$ cat config.mk
export PLATFORM = sky130hd
export DESIGN_NAME = logic_unit_pipe
export DESIGN_NICKNAME = d
export VERILOG_FILES = /design/src/rtl/logic_unit_pkg.sv /design/src/rtl/logic_op_comb.sv /design/src/rtl/logic_unit_pipe.sv
export SDC_FILE = /design/constraint.sdc
export NUM_CORES = 1
export LEC_CHECK = 0
export CAP_MARGIN = 20
export CORE_ASPECT_RATIO = 1.5
export CORE_MARGIN = 2
export CORE_UTILIZATION = 45
export DETAILED_ROUTE_END_ITERATION = 8
export DONT_BUFFER_PORTS = 1
export PLACE_DENSITY = 0.67
export SETUP_SLACK_MARGIN = 0.1
export SKIP_LAST_GASP = 1
export SYNTH_ARGS = -nofsm -noshare
export SYNTH_HDL_FRONTEND = slang
export SYNTH_SLANG_ARGS = --single-unit
export TNS_END_PERCENT = 100
$ cat constraint.sdc
create_clock -name clk -period 3.06 [get_ports clk]
set_clock_uncertainty 0.2 [all_clocks]
set_input_delay 0.612 -clock clk [delete_from_list [all_inputs] [get_ports clk]]
set_output_delay 0.612 -clock clk [all_outputs]
set_load 0.05 [all_outputs]
$ cat src/rtl/logic_unit_pkg.sv
// Shared definitions for the bitwise logic unit family.
//   OP_W  : opcode width (3 bits, eight operations)
//   op_e  : named opcode encoding used by logic_op_comb and its callers
package logic_unit_pkg;

  localparam int OP_W = 3;

  typedef enum logic [OP_W-1:0] {
    OP_AND    = 3'd0,
    OP_OR     = 3'd1,
    OP_NOT_A  = 3'd2,
    OP_NAND   = 3'd3,
    OP_NOR    = 3'd4,
    OP_XOR    = 3'd5,
    OP_XNOR   = 3'd6,
    OP_PASS_A = 3'd7
  } op_e;

endpackage

$ cat src/rtl/logic_op_comb.sv
// Purely combinational bitwise logic operation, reusable by ALU blocks.
// Ports:
//   op : operation select (op_e)
//   a  : operand A, WIDTH bits
//   b  : operand B, WIDTH bits (unused for NOT_A and PASS_A)
//   y  : result, WIDTH bits (no width growth)
module logic_op_comb
  import logic_unit_pkg::*;
#(
  parameter int WIDTH = 8
) (
  input  op_e              op,
  input  logic [WIDTH-1:0] a,
  input  logic [WIDTH-1:0] b,
  output logic [WIDTH-1:0] y
);

  always_comb begin
    y = a;
    case (op)
      OP_AND:    y = a & b;
      OP_OR:     y = a | b;
      OP_NOT_A:  y = ~a;
      OP_NAND:   y = ~(a & b);
      OP_NOR:    y = ~(a | b);
      OP_XOR:    y = a ^ b;
      OP_XNOR:   y = ~(a ^ b);
      OP_PASS_A: y = a;
      default:   y = a;
    endcase
  end

endmodule

$ cat src/rtl/logic_unit_pipe.sv
// Registered bitwise logic unit with a single valid/ready output stage.
// Ports:
//   clk, rst   : clock, synchronous active-high reset
//   in_valid   : operand beat present
//   in_ready   : stage can take a beat (empty, or being drained this cycle)
//   in_op      : opcode (logic_unit_pkg::op_e encoding)
//   in_a, in_b : operands
//   out_valid  : result beat present
//   out_ready  : consumer takes the result this cycle
//   out_y      : registered result
//   out_zero   : registered (out_y == 0)
//   out_parity : registered XOR-reduce of out_y; exists only when the
//                macro LOGIC_UNIT_PARITY_EN is defined
module logic_unit_pipe
  import logic_unit_pkg::*;
#(
  parameter int               WIDTH   = 8,
  parameter logic [WIDTH-1:0] RESET_Y = '0
) (
  input  logic             clk,
  input  logic             rst,
  input  logic             in_valid,
  output logic             in_ready,
  input  logic [OP_W-1:0]  in_op,
  input  logic [WIDTH-1:0] in_a,
  input  logic [WIDTH-1:0] in_b,
  output logic             out_valid,
  input  logic             out_ready,
  output logic [WIDTH-1:0] out_y,
  output logic             out_zero
`ifdef LOGIC_UNIT_PARITY_EN
  ,
  output logic             out_parity
`endif
);

  logic [WIDTH-1:0] res;
  logic             accept;
  logic             vld_p0;
  logic [WIDTH-1:0] y_p0;
  logic             zero_p0;

  logic_op_comb #(.WIDTH(WIDTH)) u_op (
    .op (op_e'(in_op)),
    .a  (in_a),
    .b  (in_b),
    .y  (res)
  );

  // Ready depends only on the output register and out_ready, so no
  // combinational path exists from in_* to out_*.
  assign in_ready = !vld_p0 || out_ready;
  assign accept   = in_valid && in_ready;

  // ---- output stage p0 ----
  always_ff @(posedge clk) begin
    if (rst) begin
      vld_p0  <= 1'b0;
      y_p0    <= RESET_Y;
      zero_p0 <= (RESET_Y == '0);
    end else if (accept) begin
      vld_p0  <= 1'b1;
      y_p0    <= res;
      zero_p0 <= (res == '0);
    end else if (out_ready) begin
      vld_p0  <= 1'b0;
    end
  end

`ifdef LOGIC_UNIT_PARITY_EN
  logic par_p0;

  always_ff @(posedge clk) begin
    if (rst) begin
      par_p0 <= ^RESET_Y;
    end else if (accept) begin
      par_p0 <= ^res;
    end
  end

  assign out_parity = par_p0;
`endif

  assign out_valid = vld_p0;
  assign out_y     = y_p0;
  assign out_zero  = zero_p0;

endmodule

# Yosys cells after proc, flatten, opt, wreduce, memory -nomap -nowiden

Index checks and enable logic that the tools add are counted.

Mux-type cells: 3
Reduce and logical (&&, ||, !) cells: 6
Eq/ne operators: 7
Bitwise logic cells: 7

Operators with widths:

| cell               | number |
|---|---|
| $pmux 8 s8         | 1 |
| $not 8->8          | 4 |
| $eq 3x3->1 const B | 4 |
| $and 8x8->8        | 1 |
| $logic_not 8->1    | 1 |
| $or 8x8->8         | 1 |
| $xor 8x8->8        | 1 |
| $eq 3x2->1 const B | 2 |
| $eq 3x1->1 const B | 1 |
| $logic_not 3->1    | 1 |
| $mux 1             | 2 |
| $reduce_bool 2->1  | 1 |
| $logic_and 1x1->1  | 1 |
| $logic_not 1->1    | 1 |
| $logic_or 1x1->1   | 1 |

Output and inout bits: 11
Register bits: 10
Word-level logic and storage cells: 26
Input bits: 23

# Logic depth before layout (Yosys ltp)

Word-level depth: 4
Depth in mapped cells: 8
Mapped depth without buffers: 8

# Hierarchy

A second synthesis with hierarchy kept.

Cell total of the unflattened synthesis: 161
Area, all modules: 1365.1 µm²

By module, submodules not included:

| module          | cells each | area an instance (µm²) | instances |
|---|---|---|---|
| logic_op_comb   | 114        | 874.6                  | 1 |
| logic_unit_pipe | 47         | 490.5                  | 1 |

# Worst setup path before layout

No wires, ideal clock.

Path kind: register -> register
Start point: reg vld_p0, in the netlist out_valid
End point: reg y_p0[0], in the netlist out_y[0]
Period minus slack after synthesis: 2173 ps
Setup slack: 887 ps
Buffers on the path: 1
Cell stages (with the launch flop): 6
Arrival time: 1881 ps
Cell sequence: dfxtp_1 > nand2b_1 > and2_1 > clkbuf_1 > and3_1 > nor4_1

Longest elaborated chain between the ends: 3

Ends and longest elaborated chain:

| element                  | line                  | source |
|---|---|---|
| start: declaration       | logic_unit_pipe.sv:39 | `logic vld_p0;` |
| start signal: assignment | logic_unit_pipe.sv:58 | `vld_p0 <= 1'b0;` |
| start signal: assignment | logic_unit_pipe.sv:62 | `vld_p0 <= 1'b1;` |
| start signal: assignment | logic_unit_pipe.sv:66 | `vld_p0 <= 1'b0;` |
| $logic_not 1->1          | logic_unit_pipe.sv:52 | `assign in_ready = !vld_p0 \|\| out_ready;` |
| $logic_or 1x1->1         | logic_unit_pipe.sv:52 |  |
| net in_ready             | logic_unit_pipe.sv:23 | `output logic in_ready,` |
| $logic_and 1x1->1        | logic_unit_pipe.sv:53 | `assign accept = in_valid && in_ready;` |
| end signal: assignment   | logic_unit_pipe.sv:63 | `y_p0 <= res;` |
| end: declaration         | logic_unit_pipe.sv:40 | `logic [WIDTH-1:0] y_p0;` |

The timed path passes the listed nets, and every way through them passes these cells.
A chain may end at the register's enable or synchronous reset.

# Worst setup path after layout

Ends and elaborated chain as after synthesis.

==> impl_metrics.toml <==
[clock_tree]
cts_inserted_buffers = 3
root_buffer = "clkbuf_8"
cts_sinks = 10
holdBufCountCts = 0
cts_tree = "yes"
clkLatencyLatePin_ps = 240
cts_setup_buffers = 0
clockBufferDepth = 2
htree_levels = 1
cts-resized-gates = 0
cts.clk_slew.worst_paths_ps = 50

[placement]
portBuffers = 0
hpwl_mm = 2.03
postPlaceCellArea_sq_mm = 0.00122
gp_congestion = 0.726
preCtsSetupSlack_ps = 858
place_inst = 197

[floorplan]
dieArea_sq_mm = 0.00323
die_w_um = 47.1
rows = 23
ioPinCount = 34
initial_core_util_pct = 46.8
core_area_sq_mm = 0.00268
dieHeight_um = 68.6

[power_and_ir_drop]
p_per_area_mw_per_mm2 = 373
power_frac_clock_pct = 35.1
power_mw = 0.476
p_seq_share_pct = 39.0
p_leak_nw = 0.591
p_sw_mw = 0.162
p_comb_share_pct = 25.9
switching_share_pct = 34.0
ir_drop_v = 0.000180
cellInternalPower_mw = 0.314

[drt]
route.detailed.drc = 0
dr.first_iter.drc_count = 12
via_per_inst = 5.65
postRouteWirelength_mm = 2.60
vias = 1135
wl_per_cell_um = 12.9
postRouteAntennaNets = 0
firstDrtPassIters = 4

[logic_synthesis]
yosys.area.top_type = "dfxtp_1"
syn_nets = 212
yosysWarningCount = 0
synth_common_cells = "inv_1, nor2_1, ha_1"
synth_top_flop_cell = "dfxtp_1"
netlist_area_sq_mm = 0.00125
synth_cells = 173
synth_area_leaders = "dfxtp_1, ha_1, mux2i_1"
ys_async_sr_fraction_pct = 0
ys_seq_elements = 10
yosysMostFrequentCell = "inv_1"
avgSynthCellArea_sq_um = 7.25
ys_seq_area_share_pct = 16.0
synth-edff-count = 0
synth_top_area_share_pct = 16.0
ys_types = 38

[global_routing]
overflow = 0
grt_pass1_wl_mm = 4.15
grt_pass1_vias = 1084
antenna_found_initial = 0
grt_usage_pct = 17.3
grt_max_degree = 36

[finish]
final_area_sq_mm = 0.00128
fin_cells = 201
num_antenna_cells = 0
nets = 204
syn_to_final_growth_pct = 1.80
final_util_pct = 47.7
drive_gt1_share_pct = 5.49

[critical_path]
slowest_delay_ps = 630
worstSetupPathType = "register to register"
crit_end = "out_y[0]$_SDFFE_PP0P_"
critPathLaunchType = "register"
cp_max_fo = 8
crit_required_ps = 3010
slowest_stage = "dfxtp_1"
crit_arrival_ps = 2140
r2r_end = "out_y[0]$_SDFFE_PP0P_"
worst-path-stages = 4
cpLargestDelayFamily = "simple AND/OR/NAND/NOR gates"
crit_start = "out_valid$_SDFFE_PP0P_"
r2r_cells = 4
r2r_setup_slack_ps = 870
end_kind = "register"
r2r-start = "out_valid$_SDFFE_PP0P_"
timing.critical_path.buf_inv = 0
path_cells = "nand2b_1, and2_1, and3_1, nor4_1"

[timing]
setup_tns_ps = 0
setup_viol = 0
clock.fmax_ghz = 0.456
drv_slew = 0
whs_ps = 234
fin_crit_sh_pct = 71.7
rsz0062_at_grt = "no"
slew_headroom_pct = 60.3
worstMarginPinSlew_ps = 596
hold_viol_final = 0
fin_crit_ps = 2190
worst_slack_ps = 866

[worst_hold_path]
hold_class = "input pin to register"

[flow_run]
maxCapViolations = 0

[status]
outcome = "finished clean"
[flip-flops by register name, indices dropped and copies added, names as in the netlist]
signal,flops
out_y,8
out_valid,1
out_zero,1
[cells by family after synthesis]
logic type,Yosys count,synth area share (%)
adder cells (fa/ha/maj),16,16.0
multiplexers,10,8.18
AO/OA/AOI/OAI,53,27.8
flip-flops,10,16.0
buffers and inverters,35,12.9
AND/OR/NAND/NOR,49,19.2
[worst min path at each step]
stage	from	to	slack, ps	cells past startpoint
finish	rst	out_y[5]$_SDFFE_PP0P_	230	1
floorplan	out_y[0]$_SDFFE_PP0P_	out_y[0]$_SDFFE_PP0P_	500	2
CTS	rst	out_y[4]$_SDFFE_PP0P_	230	1
global route	rst	out_y[7]$_SDFFE_PP0P_	230	1
detailed placement	rst	out_y[4]$_SDFFE_PP0P_	490	1
global placement	rst	out_y[4]$_SDFFE_PP0P_	480	1
[metal layers]
metal | vias to the layer above | share of wire [%] | GRT usage (%)
met5 | - | 0 | 0
met4 | 0 | 2.1 | 9.03
met3 | 5 | 6.6 | 3.13
met2 | 39 | 49 | 32.5
met1 | 502 | 42 | 17.0
li1 | 589 | - | -
[worst reg2reg max path, cell delays in order, from the launching register on]
cell and delay [ps]:
dfxtp_1 630, nand2b_1 480, and2_1 400, and3_1 190
nor4_1 200
[cells in the final DEF (no fill, tap or decap), drive strengths merged, types with 4 or more instances in the layout]
| cell type | netlist | layout |
|---|---|---|
| a211oi | 4 | 4 |
| a21oi | 13 | 13 |
| clkbuf | 4 | 4 |
| dfxtp | 10 | 10 |
| ha | 16 | 16 |
| inv | 22 | 22 |
| mux2i | 8 | 8 |
| nand2 | 10 | 10 |
| nor2 | 18 | 18 |
| nor2b | 6 | 6 |
| o211ai | 4 | 4 |
| o21ai | 10 | 10 |
| o22ai | 7 | 7 |
[cell type report]
cell class	instances	area [sq um]
Clock buffer	4	55.1
Fill cell	267	1400
Inverter	22	82.6
Multi-Input combinational cell	128	892
Sequential cell	10	200
Tap cell	37	46.3
[power by group through the flow]
stage	Sequential, mW	Combinational [mW]	Clock (mW)
detailed placement	0.189	0.123	0
CTS	0.186	0.124	0.170
floorplan	0.187	0.124	0
global placement	0.188	0.117	0
global route	0.188	0.141	0.175
finish	0.186	0.123	0.167
Note: power is estimated with default switching activity, not from simulation.
